## src/rtl/bitmap_2d_scanner.sv

```systemverilog
// bitmap_2d_scanner: loads a DATA_Y_W x DATA_X_W bitmap, then streams the
// (X, Y) coordinate of each set bit in row-major order (row 0 first, LSB first
// within a row), clearing each bit as its coordinate is accepted.
// Optional build macro BITMAP_2D_SCANNER_ABORT_EN adds an Abort input that
// discards the bitmap being scanned.
//
// Handshakes: a transfer happens on a rising edge where valid && ready are
// both high. A producer holding valid keeps its payload stable until that
// edge, and ready never depends on the partner's valid.
module bitmap_2d_scanner #(
  parameter int DATA_X_W = 7,
  parameter int DATA_Y_W = 5,
  parameter int X_IDX_W  = (DATA_X_W > 1) ? $clog2(DATA_X_W) : 1,
  parameter int Y_IDX_W  = (DATA_Y_W > 1) ? $clog2(DATA_Y_W) : 1,
  parameter int CNT_W    = $clog2(DATA_X_W*DATA_Y_W+1)
) (
  input  logic                Clk,
  input  logic                Rst_n,
  input  logic [DATA_X_W-1:0] MaskIn [DATA_Y_W-1:0],
  input  logic                MaskValid,
  output logic                MaskReady,
  output logic [X_IDX_W-1:0]  CoordX,
  output logic [Y_IDX_W-1:0]  CoordY,
  output logic [CNT_W-1:0]    CoordCnt,
  output logic                CoordLast,
  output logic                CoordValid,
  input  logic                CoordReady,
`ifdef BITMAP_2D_SCANNER_ABORT_EN
  input  logic                Abort,
`endif
  output logic                Done
);

  typedef enum logic {
    ST_IDLE = 1'b0,
    ST_SCAN = 1'b1
  } state_t;

  state_t                             r_state;
  state_t                             w_state_nxt;
  logic [DATA_Y_W-1:0][DATA_X_W-1:0]  r_mask;
  logic [DATA_Y_W-1:0][DATA_X_W-1:0]  w_mask_nxt;
  logic [DATA_Y_W-1:0][DATA_X_W-1:0]  w_mask_in;
  logic [DATA_Y_W-1:0][DATA_X_W-1:0]  w_mask_clr;
  logic [CNT_W-1:0]                   r_cnt;
  logic [CNT_W-1:0]                   w_cnt_nxt;
  logic                               r_done;
  logic                               w_done_nxt;
  logic                               w_found;
  logic [X_IDX_W-1:0]                 w_sel_x;
  logic [Y_IDX_W-1:0]                 w_sel_y;
  logic                               w_last;

  // Flatten the unpacked row array so it can be captured as one vector.
  always_comb begin
    for (int y = 0; y < DATA_Y_W; y++) begin
      w_mask_in[y] = MaskIn[y];
    end
  end

  // Pick the first set bit (lowest row, then lowest column) and build the
  // working mask with that bit removed.
  always_comb begin
    w_found    = 1'b0;
    w_sel_x    = '0;
    w_sel_y    = '0;
    w_mask_clr = r_mask;
    for (int y = 0; y < DATA_Y_W; y++) begin
      for (int x = 0; x < DATA_X_W; x++) begin
        if (!w_found && r_mask[y][x]) begin
          w_found          = 1'b1;
          w_sel_x          = X_IDX_W'(x);
          w_sel_y          = Y_IDX_W'(y);
          w_mask_clr[y][x] = 1'b0;
        end
      end
    end
  end

  // The current coordinate is the last one when nothing else remains.
  assign w_last = (w_mask_clr == '0);

  // Next-state logic: load in IDLE, consume coordinates in SCAN.
  always_comb begin
    w_state_nxt = r_state;
    w_mask_nxt  = r_mask;
    w_cnt_nxt   = r_cnt;
    w_done_nxt  = 1'b0;
    case (r_state)
      ST_IDLE: begin
        if (MaskValid) begin
          w_mask_nxt = w_mask_in;
          w_cnt_nxt  = '0;
          if (w_mask_in != '0) begin
            w_state_nxt = ST_SCAN;
          end else begin
            // Empty bitmap: nothing to emit, report completion directly.
            w_done_nxt = 1'b1;
          end
        end
      end
      ST_SCAN: begin
        if (CoordReady) begin
          w_mask_nxt = w_mask_clr;
          w_cnt_nxt  = r_cnt + CNT_W'(1);
          if (w_last) begin
            w_state_nxt = ST_IDLE;
            w_done_nxt  = 1'b1;
          end
        end
`ifdef BITMAP_2D_SCANNER_ABORT_EN
        // Abort wins over any coincident transfer and suppresses Done.
        if (Abort) begin
          w_mask_nxt  = '0;
          w_cnt_nxt   = '0;
          w_state_nxt = ST_IDLE;
          w_done_nxt  = 1'b0;
        end
`endif
      end
      default: begin
        w_state_nxt = ST_IDLE;
      end
    endcase
  end

  // State register; reset discards any partially scanned bitmap.
  always_ff @(posedge Clk or negedge Rst_n) begin
    if (!Rst_n) begin
      r_state <= ST_IDLE;
      r_mask  <= '0;
      r_cnt   <= '0;
      r_done  <= 1'b0;
    end else begin
      r_state <= w_state_nxt;
      r_mask  <= w_mask_nxt;
      r_cnt   <= w_cnt_nxt;
      r_done  <= w_done_nxt;
    end
  end

  assign MaskReady  = (r_state == ST_IDLE);
  assign CoordValid = (r_state == ST_SCAN);
  assign CoordX     = w_sel_x;
  assign CoordY     = w_sel_y;
  assign CoordCnt   = r_cnt;
  assign CoordLast  = w_last;
  assign Done       = r_done;

endmodule
```

## config.mk

```make
export PLATFORM = sky130hd
export DESIGN_NAME = bitmap_2d_scanner
export DESIGN_NICKNAME = d
export VERILOG_FILES = /design/src/rtl/bitmap_2d_scanner.sv
export SDC_FILE = /design/constraint.sdc
export NUM_CORES = 1
export LEC_CHECK = 0
export ABC_CLOCK_PERIOD_IN_PS = 3650
export CAP_MARGIN = 10
export CORE_MARGIN = 5
export CORE_UTILIZATION = 51
export DETAILED_ROUTE_END_ITERATION = 6
export PLACE_DENSITY_LB_ADDON = 0.25
export SLEW_MARGIN = 25
export SYNTH_ARGS = -nofsm -noshare
export SYNTH_HDL_FRONTEND = slang
export SYNTH_SLANG_ARGS = --single-unit
```

## constraint.sdc

```tcl
create_clock -name Clk -period 3.65 [get_ports Clk]
set_clock_uncertainty 0.05 [all_clocks]
set_input_delay 0.73 -clock Clk [delete_from_list [all_inputs] [get_ports Clk]]
set_output_delay 0.73 -clock Clk [all_outputs]
set_load 0.02 [all_outputs]
```

# [Word-level counts from Yosys, hierarchy flattened]
# Cells that the tools add are included.
[totals] inputBits=39 output_inout_bits=16 ramBits=0 mem_bits_ro=0 latchBits=0 mem_count=0 register_bits=43 wordCells=229
[classes] div=0 addsub=1 mux=146 n_shift=0 bitwise_logic=1 magnitude_cmp=0 multipliers=0 eq_ne=2 n_reduce_logical=71
[ops] op="two-way mux 3 bit" n=60
[ops] op="two-way mux 1 bit" n=78
[ops] op="two-way mux 35 bit" n=2
[ops] op="one-hot mux 35 bit (2 select lines)" n=1
[ops] op="zero test 35 bit" n=1
[ops] op="nonzero test 35 bit" n=1
[ops] op="logical AND 1 bit" n=34
[ops] op="zero test 1 bit" n=34
[ops] op="two-way mux 6 bit" n=2
[ops] op="one-hot mux 6 bit (2 select lines)" n=1
[ops] op="adder 6 x 1 -> 6 bit (second input constant)" n=1
[ops] op="inequality test 2 bit (second input constant)" n=2
[ops] op="one-hot mux 1 bit (2 select lines)" n=2
[ops] op="AND reduction 2 bit" n=1
[ops] op="inverter 1 bit" n=1

# [Depth between registers and ports, before layout]
# Gate-level depths: netlist (run 1).
[depth] ltp_word=107 mapped_depth=8 depth_no_buf=6

# [Worst setup path before layout (run 1)]
# Ideal clock, no wire load.
[synth_path] path_kind="reg-to-output" startpoint="register r_mask[14] (netlist name)" endpoint="output port CoordLast" path_buffers=0 arrival_ps=2445 required_ps=2870 path_slack_ps=425 stages_incl_launch_ff=7 path_cell_list="dfrtp_1 or4_4 nor4_4 nand4_4 a2111oi_4 nor2_2 nor3_1"
[synth_between] elab_chain_len=63
[synth_rtl] element="from (decl)" line="41" text="logic [DATA_Y_W-1:0][DATA_X_W-1:0] r_mask;"
[synth_rtl] element="from (signal assigned)" line="136" text="r_mask <= w_mask_nxt;"
[synth_rtl] element="logical AND 1 bit" line="70" text="if (!w_found && r_mask[y][x]) begin"
[synth_rtl] element="two-way mux 1 bit" line="70"
[synth_rtl] element="zero test 1 bit" line="70"
[synth_rtl] element="logical AND 1 bit" line="70"
[synth_rtl] element="two-way mux 1 bit" line="70"
[synth_rtl] element="zero test 1 bit" line="70"
[synth_rtl] element="logical AND 1 bit" line="70"
[synth_rtl] element="two-way mux 1 bit" line="70"
[synth_rtl] element="[47 not listed]"
[synth_rtl] element="two-way mux 1 bit" line="70"
[synth_rtl] element="zero test 1 bit" line="70"
[synth_rtl] element="logical AND 1 bit" line="70"
[synth_rtl] element="two-way mux 1 bit" line="70"
[synth_rtl] element="zero test 1 bit" line="70"
[synth_rtl] element="logical AND 1 bit" line="70"
[synth_rtl] element="two-way mux 1 bit" line="70"
[synth_rtl] element="zero test 35 bit (*)" line="81" text="assign w_last = (w_mask_clr == '0);"
[synth_rtl] element="to (decl)" line="25" text="output logic CoordLast,"
# Every way passes the cells marked *; elsewhere a longest branch is shown, timed or not.

# [Final worst setup path (run 1)]
[layout_path] startpoint="register r_mask[7] (netlist name)" endpoint="output port CoordX[2]"
[layout_between] elab_chain_len=83
[layout_rtl] element="logical AND 1 bit (*)" line="70"
[layout_rtl] element="two-way mux 1 bit" line="70"
[layout_rtl] element="zero test 1 bit" line="70"
[layout_rtl] element="logical AND 1 bit" line="70"
[layout_rtl] element="two-way mux 1 bit" line="70"
[layout_rtl] element="zero test 1 bit" line="70"
[layout_rtl] element="logical AND 1 bit" line="70"
[layout_rtl] element="two-way mux 1 bit" line="70"
[layout_rtl] element="[67 not listed]"
[layout_rtl] element="logical AND 1 bit" line="70"
[layout_rtl] element="two-way mux 1 bit" line="70"
[layout_rtl] element="zero test 1 bit" line="70"
[layout_rtl] element="logical AND 1 bit" line="70"
[layout_rtl] element="two-way mux 1 bit" line="70"
[layout_rtl] element="zero test 1 bit" line="70"
[layout_rtl] element="logical AND 1 bit" line="70"
[layout_rtl] element="two-way mux 3 bit (*)" line="70"
[layout_rtl] element="to (decl)" line="22" text="output logic [X_IDX_W-1:0] CoordX,"
# Marked as above.

==> flow_metrics.tcl, run 1 <==
set metrics [dict create \
    synth_xor_area_share_pct 0.576 \
    rsz0062_at_grt "no" \
    drtIter0Drc 258 \
    fin_tns_setup_ns 0 \
    criticalPathCategory "reg2out" \
    cp.required_ns 2.87 \
    ant_nets 0 \
    cts.clk_slew.worst_paths_ns 0.08 \
    synth_nets 409 \
    r2r_slack_ns 1.09 \
    worstPathArrival_ns 2.77 \
    drcViolationCount 0 \
    htree_levels 2 \
    path_max_fanout 5 \
    grt_pass1_vias 3237 \
    ir_drop_mv 0.592 \
    status "finished, final reports clean" \
    fin_crit_sh_pct 97.2 \
    synth_flop_cell "dfrtp_1" \
    post_drt_wl_per_cell_um 18.6 \
    synth_cells 369 \
    crit_chain "or4_4 -> nor3_4 -> nand4_2 -> buf_4 -> or3_1 -> o211ai_1 -> dlygate4sd2_1" \
    tritoncts "yes" \
    grt_pass1_wl_mm 15.8 \
    synthSimpleGateAreaFrac_pct 31.1 \
    period_needed_ns 3.55 \
    clock-sinks 43 \
    synth_compound_area_share_pct 20.6 \
    fmaxAchievable_mhz 282 \
    path_buf_inv 2 \
    synth_top_family_by_area "simple AND/OR/NAND/NOR gates" \
    yosys-top-cells-area "dfrtp_1, mux2i_1, nor2_1" \
    clockRootBuffer "clkbuf_8" \
    ys_ff_latch 43 \
    critical-path-top-delay-family "simple AND/OR/NAND/NOR gates" \
    fp.dieW_um 87.2 \
    firstDrtPassIters 5 \
    ys_seq_area_share_pct 35.4 \
    avgSynthCellArea_um2 8.24 \
    reg2reg_depth 8 \
    syn_area_um2 3040 \
    cts_buffers 5 \
    crit_slowest_cell "or4_4" \
    instances_no_fill 523 \
    insertion_delay_ns 0.31 \
    p_leak_nw 1.69 \
    crit_path_start_kind "flip-flop" \
    die_area_um2 7610 \
    grt_overflow_total 0 \
    rr_startpoint "r_mask[7]$_DFFE_PN0P_" \
    ctsHoldBuffers 0 \
    power.density_nw_per_um2 1130 \
    dp_hpwl_mm 7.29 \
    ys_async_sr_fraction_pct 100 \
    dp_cells 513 \
    synth.most_common_cell "nor2_1" \
    synthAdderAreaFrac_pct 1.07 \
    antenna_found_initial 0 \
    floorplan.initialDensity_pct 52.0 \
    die_h_um 87.2 \
    synth-edff-count 0 \
    cp-end-kind "output pin" \
    fin_ws_ns 0.103 \
    antenna_cells 0 \
    vias 3312 \
    min_path_type "in2async" \
    track_usage_pct 26.6 \
    muxShareOfSynthArea_pct 6.26 \
    core_area_um2 5850 \
    syn_to_final_growth_pct 31.2 \
    routed_via_density 6.33 \
    tightest_slew_ns 0.613 \
    netlist_top_cells_count "nor2_1, dfrtp_1, nand2_1" \
    pin_count 55 \
    slew_headroom_pct 58.8 \
    totalWireLength_mm 9.74 \
    maxCapViolCount 0 \
    gp_congestion 1.00 \
    place_ws_ns 0.0295 \
    ys_warn_count 0 \
    synth_area_leader_cell "dfrtp_1" \
    grt_max_degree 44 \
    final_core_util_pct 68.2 \
    synth_top_area_share_pct 35.4 \
    crit_path_max_incr_delay_ns 0.59 \
    num_rows 28 \
    hold_viol_final 0 \
    r2r_end "CoordValid$_DFF_PN0_" \
    synth.distinct_cells 58 \
    clockBufferDepth 2 \
    drv_slew 0 \
    drive_above_1_share_pct 17.2 \
    nets 487 \
    io_buffers 54 \
    whs_ns 0.359 \
    fillers 489 \
    setup_viol 0 \
]
worst reg2reg max path, delay by kind of cell, from the launching register on:
| kind | cells | cell delay, ns |
|---|---|---|
| buffers and inverters | 2 | 0.33 |
| AO/OA/AOI/OAI | 3 | 0.65 |
| flip-flops | 1 | 0.38 |
| AND/OR/NAND/NOR | 3 | 1.05 |
metal layers:
metal	vias up	global-route usage [%]	share of wire [%]
met3	30	4.45	8.5
met2	170	43.1	47
li1	1542	-	-
met1	1570	36.3	42
met4	0	8.79	2.5
met5	-	0	0
worst max-delay path by stage:
stage                                       from         to  slack (ns)  depth (start not counted)
after floorplan           r_mask[14]$_DFFE_PN0P_  CoordLast        0.43                          6
after global placement    r_mask[14]$_DFFE_PN0P_  CoordLast        0.06                          7
after detailed placement   r_mask[4]$_DFFE_PN0P_  CoordLast        0.03                          8
after CTS                  r_mask[4]$_DFFE_PN0P_  CoordLast      0.0008                          8
after global routing       r_mask[7]$_DFFE_PN0P_  CoordX[2]        0.02                          7
final                      r_mask[7]$_DFFE_PN0P_  CoordX[2]        0.10                          7
registers in the layout (all words and copies together), names as in the netlist:
| register | cells |
|---|---|
| CoordCnt | 6 |
| CoordValid | 1 |
| Done | 1 |
| r_mask | 35 |
area by class of cell:
| class | count | area (um^2) | share of cell area [%] |
|---|---|---|---|
| Multi-Input combinational cell | 291 | 1840 | 46.2 |
| Sequential cell | 43 | 1080 | 27.0 |
| Timing Repair Buffer | 98 | 861 | 21.6 |
| Tap cell | 75 | 93.8 | 2.35 |
| Clock buffer | 6 | 72.6 | 1.82 |
| Inverter | 8 | 30.0 | 0.753 |
| Clock inverter | 2 | 12.5 | 0.314 |
per-stage QoR:
stage	cell area (um^2)	power, mW
after floorplan	3040	2.79
after global placement	3860	4.03
after detailed placement	3860	4.09
after CTS	3950	4.36
after global routing	3990	4.81
final	3990	4.52
power by group:
| part | switching, mW | leakage, nW | internal, mW |
|---|---|---|---|
| Combinational | 1.87 | 1.07 | 1.53 |
| Sequential | 0.192 | 0.575 | 0.618 |
| Clock | 0.174 | 0.0412 | 0.134 |
| Total | 2.24 | 1.69 | 2.28 |
cell usage in the layout, fill, tap and decap left out, types with 2 or more instances in the layout:
master	instances
clkbuf_8	5
a41oi_1	3
buf_4	45
nor4_1	12
or4_1	3
mux2i_1	19
o311ai_0	2
o211ai_1	10
a2111oi_4	2
a22o_1	2
nor3_1	25
nor2_1	48
nor2_2	4
or4_4	4
maj3_1	2
or3_1	9
o31ai_1	3
nand2_1	29
dfrtp_1	43
a311oi_1	2
o21ai_0	27
nand3_1	12
clkdlybuf4s50_1	48
nand4_1	11
nor4_4	2
inv_1	8
a21oi_1	27
clkbuf_2	2
xor2_1	2
o31a_1	2
or2_2	2
kinds of logic (layout without fill, tap and decap cells):
logic type               Yosys count  count (layout)
AND/OR/NAND/NOR                  173             173
flip-flops                        43              43
multiplexers                      19              19
buffers and inverters             35             114
adder cells (fa/ha/maj)            3               3
XOR/XNOR                           2               2
AO/OA/AOI/OAI                     94              94
repair_timing:
action	4_1_cts	5_1_grt
gates resized for setup	7	11
gates cloned	0	0
pin swaps	0	3
buffers inserted	0	2
endpoints found under the setup margin	4	5
Note: power is estimated with default switching activity, not from simulation.
==> run 2, diff against run 1 <==
- ABC_CLOCK_PERIOD_IN_PS: 3650 -> 3150
- CORE_UTILIZATION: 51 -> 48
- clock period: 3.65 -> 3.15 ns (I/O delays scaled with it)
==> run 2 against run 1 <==
Effect of this change: the run now ends with negative setup slack left; critical path depth increased by 1; global-route usage increased by 1.5 points; via count increased by 6.8%; hold slack got worse by 0.092 ns; cell count increased by 11%; combinational power increased by 49%; clock-buffer cell count unchanged; sequential share of layout area decreased by 3.0 points; design area increased by 13%; non-clock buffer count increased by 57.
==> flow_metrics.tcl, run 2 (synthesis gave the netlist of run 1 again) <==
set metrics [dict create \
    worst-path-stages 8 \
    clkPwrFrac_pct 5.8 \
    die_area_um2 8030 \
    core_area_um2 6240 \
    ant_nets 0 \
    crit_chain "or4_4 -> nor3_4 -> buf_6 -> a41oi_4 -> a2111oi_4 -> nand2_1 -> nor3_2 -> buf_4" \
    clockBufferDepth 2 \
    cts.clk_slew.worst_paths_ns 0.08 \
    place_area_um2 4220 \
    maxCapViolCount 0 \
    crit_path_start_kind "flip-flop" \
    seqPwrFrac_pct 14.3 \
    p_leak_nw 1.99 \
    vias 3537 \
    crit_end "CoordLast" \
    cp.required_ns 2.47 \
    min_path_type "in2async" \
    switching_share_pct 45.9 \
    antenna_cells 0 \
    cp-end-kind "output pin" \
    routed_via_density 6.09 \
    crit_slowest_cell "or4_4" \
    grt_max_degree 44 \
    antenna_found_initial 0 \
    fp.dieW_um 89.6 \
    ctsHoldBuffers 0 \
    fin_tns_setup_ns -0.536 \
    pin_count 55 \
    r2r_end "r_mask[26]$_DFFE_PN0P_" \
    cts_buffers 5 \
    drv_slew 0 \
    drive_above_1_share_pct 29.0 \
    layout_common_cells "buf_4, nor2_1, clkdlybuf4s50_1, dfrtp_1, nand2_1" \
    track_usage_pct 28.1 \
    ir_drop_mv 0.783 \
    status "complete, but fails checks" \
    clock-sinks 43 \
    hold_viol_final 0 \
    largest_reg_flops 35 \
    criticalPathCategory "reg2out" \
    path_max_fanout 4 \
    post_drt_wl_per_cell_um 18.6 \
    drtIter0Drc 229 \
    setup_viol 4 \
    reg2reg_depth 9 \
    grt_pass1_wl_mm 17.1 \
    regMostFlops "r_mask" \
    power.density_nw_per_um2 1400 \
    critical-path-top-delay-family "simple AND/OR/NAND/NOR gates" \
    io_buffers 54 \
    gp_congestion 0.964 \
    power.switching_mw 2.90 \
    fin_ws_ns -0.182 \
    violations "negative setup slack" \
    p_comb_share_pct 79.9 \
    totalWireLength_mm 10.8 \
    period_needed_ns 3.33 \
    grt_pass1_vias 3333 \
    worstPathArrival_ns 2.65 \
    firstDrtPassIters 5 \
    tritoncts "yes" \
    finalPower_mw 6.31 \
    fin_crit_sh_pct 106 \
    layout_commonest_cell "buf_4" \
    clockRootBuffer "clkbuf_8" \
    crit_path_max_incr_delay_ns 0.57 \
    syn_to_final_growth_pct 47.9 \
    nets 544 \
    crit_start "r_mask[4]$_DFFE_PN0P_" \
    final_core_util_pct 72.0 \
    die_h_um 89.6 \
    slew_headroom_pct 58.6 \
    insertion_delay_ns 0.29 \
    tightest_slew_ns 0.616 \
    drcViolationCount 0 \
    rr_startpoint "r_mask[4]$_DFFE_PN0P_" \
    dp_hpwl_mm 8.26 \
    rsz0062_at_grt "yes" \
    num_rows 29 \
    instances_no_fill 581 \
    floorplan.initialDensity_pct 48.7 \
    stdcell_area_um2 4500 \
    r2r_slack_ns 0.44 \
    internal-power_mw 3.41 \
    htree_levels 2 \
    fmaxAchievable_mhz 300 \
    path_buf_inv 2 \
    grt_overflow_total 0 \
    dp_cells 562 \
]
run 2: power groups by stage:
stage	Combinational, mW	Sequential [mW]	Clock, mW
floorplan	2.30	0.929	0
global placement	4.34	0.902	0
detailed placement	4.37	0.907	0
CTS	4.56	0.900	0.370
global route	5.41	0.929	0.398
finish	5.05	0.904	0.364
run 2: area by class of cell:
| class | count | area (um^2) |
|---|---|---|
| Multi-Input combinational cell | 291 | 1910 |
| Fill cell | 521 | 1750 |
| Clock inverter | 1 | 5.00 |
| Inverter | 8 | 30.0 |
| Tap cell | 77 | 96.3 |
| Clock buffer | 6 | 82.6 |
| Timing Repair Buffer | 155 | 1290 |
| Sequential cell | 43 | 1080 |
run 2: repair_timing:
item,in CTS,in global routing
setup endpoints to repair,7,6
gates resized for setup,40,15
buffers inserted,3,9
pin swaps,8,13
run 2: worst min path at each step:
stage | end | slack, ns | cells past startpoint
after floorplan | CoordCnt[0]$_DFFE_PN0P_ | 0.28 | 0
after global placement | CoordCnt[4]$_DFFE_PN0P_ | 0.45 | 1
after detailed placement | CoordCnt[4]$_DFFE_PN0P_ | 0.46 | 1
after CTS | CoordCnt[4]$_DFFE_PN0P_ | 0.47 | 1
after global routing | r_mask[34]$_DFFE_PN0P_ | 0.31 | 1
final | r_mask[34]$_DFFE_PN0P_ | 0.27 | 1
run 2: worst reg2reg max path, cell delays in order (launching register included):
cell and delay, ns:
dfrtp_1 0.41, or4_4 0.57, nor3_4 0.25, buf_4 0.16, nand4_4 0.08, or4_4 0.45, buf_4 0.15, buf_4 0.13
o211ai_1 0.17, o21ai_0 0.13
run 2: routing by layer:
metal / global-route usage, % / vias up / part of all wire, %
li1: - / 1654 / -
met2: 44.9 / 160 / 46
met4: 9.47 / 0 / 3.4
met3: 4.20 / 31 / 6.4
met1: 39.1 / 1692 / 44
met5: 0 / - / 0
run 2: metrics by stage:
step / setup WS, ns / hold WS, ns
2_1_floorplan: 0.0252 / 0.284
3_3_place_gp: -0.307 / 0.453
3_5_place_dp: -0.412 / 0.456
4_1_cts: -0.142 / 0.474
5_1_grt: -0.274 / 0.313
6_report: -0.182 / 0.268
==> run 3, diff against run 2 <==
- HOLD_SLACK_MARGIN: unset -> 0.02
- PLACE_DENSITY: unset -> 0.88
- PLACE_DENSITY_LB_ADDON: 0.25 -> unset
==> run 3 against run 2 <==
Effect of this change: the flow still finishes with violations (negative setup slack); hold slack got worse by 0.0016 ns; wire length up 3.6%; first-iteration DRC count grew 20%; register-to-register slack lost 0.12 ns; cell count fell by 1.5%; critical path depth is the same; combinational power hardly changed; clock power rose by 28%; die area is the same; sequential power is 0.9% higher; worst setup slack got worse by 0.16 ns; highest routed layer unchanged.
==> flow_metrics.tcl, run 3 (synthesis gave the netlist of run 1 again) <==
set metrics [dict create \
    status "complete, but fails checks" \
    violations "negative setup slack" \
    totalWireLength_mm 11.2 \
    multi_input_area_um2 1910 \
    fillers 463 \
    clockBufferDepth 2 \
    firstDrtPassIters 4 \
    fin_crit_sh_pct 111 \
    setup_viol 4 \
    r2r_slack_ns 0.32 \
    clock-sinks 43 \
    drcViolationCount 0 \
    fmaxAchievable_mhz 286 \
    p_leak_nw 1.95 \
    nets 534 \
    post_drt_wl_per_cell_um 19.6 \
    antenna_cells 0 \
    grt_pass1_vias 3519 \
    drive_above_1_share_pct 27.5 \
    floorplan.initialDensity_pct 48.7 \
    tritoncts "yes" \
    gp_congestion 0.966 \
    track_usage_pct 28.4 \
    grt_pass1_wl_mm 17.4 \
    drtIter0Drc 275 \
    min_path_type "in2async" \
    largest_reg_flops 35 \
    criticalPathCategory "reg2out" \
    ctsHoldBuffers 0 \
    cts_buffers 5 \
    hold_viol_final 0 \
    syn_to_final_growth_pct 46.5 \
    cts.clk_slew.worst_paths_ns 0.08 \
    cp-end-kind "output pin" \
    ir_drop_mv 1.19 \
    worstPathArrival_ns 2.81 \
    rsz0062_at_grt "yes" \
    regMostFlops "r_mask" \
    routed_via_density 6.27 \
    tightest_slew_ns 0.639 \
    power.density_nw_per_um2 1450 \
    rr_startpoint "r_mask[4]$_DFFE_PN0P_" \
    num_rows 29 \
    fp.dieW_um 89.6 \
    dp_hpwl_mm 8.17 \
    r2r_end "CoordValid$_DFF_PN0_" \
    io_buffers 54 \
    die_area_um2 8030 \
    fin_ws_ns -0.341 \
    pin_count 55 \
    drv_slew 0 \
    reg2reg_depth 9 \
    insertion_delay_ns 0.30 \
    antenna_found_initial 0 \
    core_area_um2 6240 \
    whs_ns 0.266 \
    path_max_fanout 3 \
    crit_end "CoordX[1]" \
    finalPower_mw 6.46 \
    period_needed_ns 3.49 \
    grt_overflow_total 0 \
    regArea_um2 1080 \
    crit_start "r_mask[4]$_DFFE_PN0P_" \
    maxCapViolCount 0 \
    crit_path_start_kind "flip-flop" \
    layout_common_cells "buf_4, nor2_1, clkdlybuf4s50_1, dfrtp_1, nand2_1" \
    cp.required_ns 2.47 \
    die_h_um 89.6 \
    grt_max_degree 44 \
    ant_nets 0 \
    layout_commonest_cell "buf_4" \
    htree_levels 2 \
    clockRootBuffer "clkbuf_8" \
    final_core_util_pct 71.4 \
    slew_headroom_pct 57.3 \
    vias 3588 \
]
run 3: report_power, final:
group          switching, mW  internal [mW]  total (mW)
clock network          0.206          0.261       0.467
logic                   2.56           2.51        5.08
registers              0.195          0.717       0.912
run 3: timing repair:
action                                  CTS  global route
setup buffers                             5             7
gates resized for setup                  41            14
endpoints found under the setup margin    7             6
pin swaps                                10            10
run 3: how the worst min path moves through the flow:
stage / depth (start not counted) / slack (ns) / endpoint / from
after floorplan: 0 / 0.28 / CoordCnt[0]$_DFFE_PN0P_ / Rst_n
after global placement: 1 / 0.47 / CoordCnt[4]$_DFFE_PN0P_ / CoordCnt[4]$_DFFE_PN0P_
after detailed placement: 1 / 0.47 / CoordCnt[4]$_DFFE_PN0P_ / CoordCnt[4]$_DFFE_PN0P_
after CTS: 1 / 0.47 / r_mask[27]$_DFFE_PN0P_ / Rst_n
after global routing: 1 / 0.31 / r_mask[14]$_DFFE_PN0P_ / Rst_n
final: 1 / 0.27 / r_mask[30]$_DFFE_PN0P_ / Rst_n
run 3: worst max-delay path, cell delays in order, from the launching register on:
cell	delay [ns]
dfrtp_1	0.40
or4_4	0.59
nor3_4	0.28
buf_6	0.14
nand4_4	0.07
or4_4	0.47
nor3_4	0.19
a311o_1	0.23
buf_6	0.15
run 3: through the flow:
step	setup TNS (ns)	area [um^2]	setup WS, ns	std cells
CTS	-0.268	4340	-0.123	565
global route	-1.01	4460	-0.374	572
global placement	-1.00	4140	-0.290	552
floorplan	0	3040	0.0252	369
detailed placement	-1.16	4140	-0.363	552
finish	-0.788	4460	-0.341	572
run 3: layout make-up:
type	count	area share, %
inverters	8	0.674
clock buffers	6	1.85
flip-flops and latches	43	24.2
multi-input cells	291	42.9
well taps	77	2.16
clock inverters	2	0.871
repair buffers	145	27.4
run 3: metal layers:
| metal | share of wire, % | global-route usage (%) | wire (um) | up-vias |
|---|---|---|---|---|
| li1 | - | - | - | 1636 |
| met1 | 39 | 37.2 | 4380 | 1667 |
| met2 | 47 | 45.4 | 5220 | 234 |
| met3 | 9.5 | 5.38 | 1070 | 51 |
| met4 | 4.8 | 13.0 | 542 | 0 |
| met5 | 0 | 0 | 0 | - |
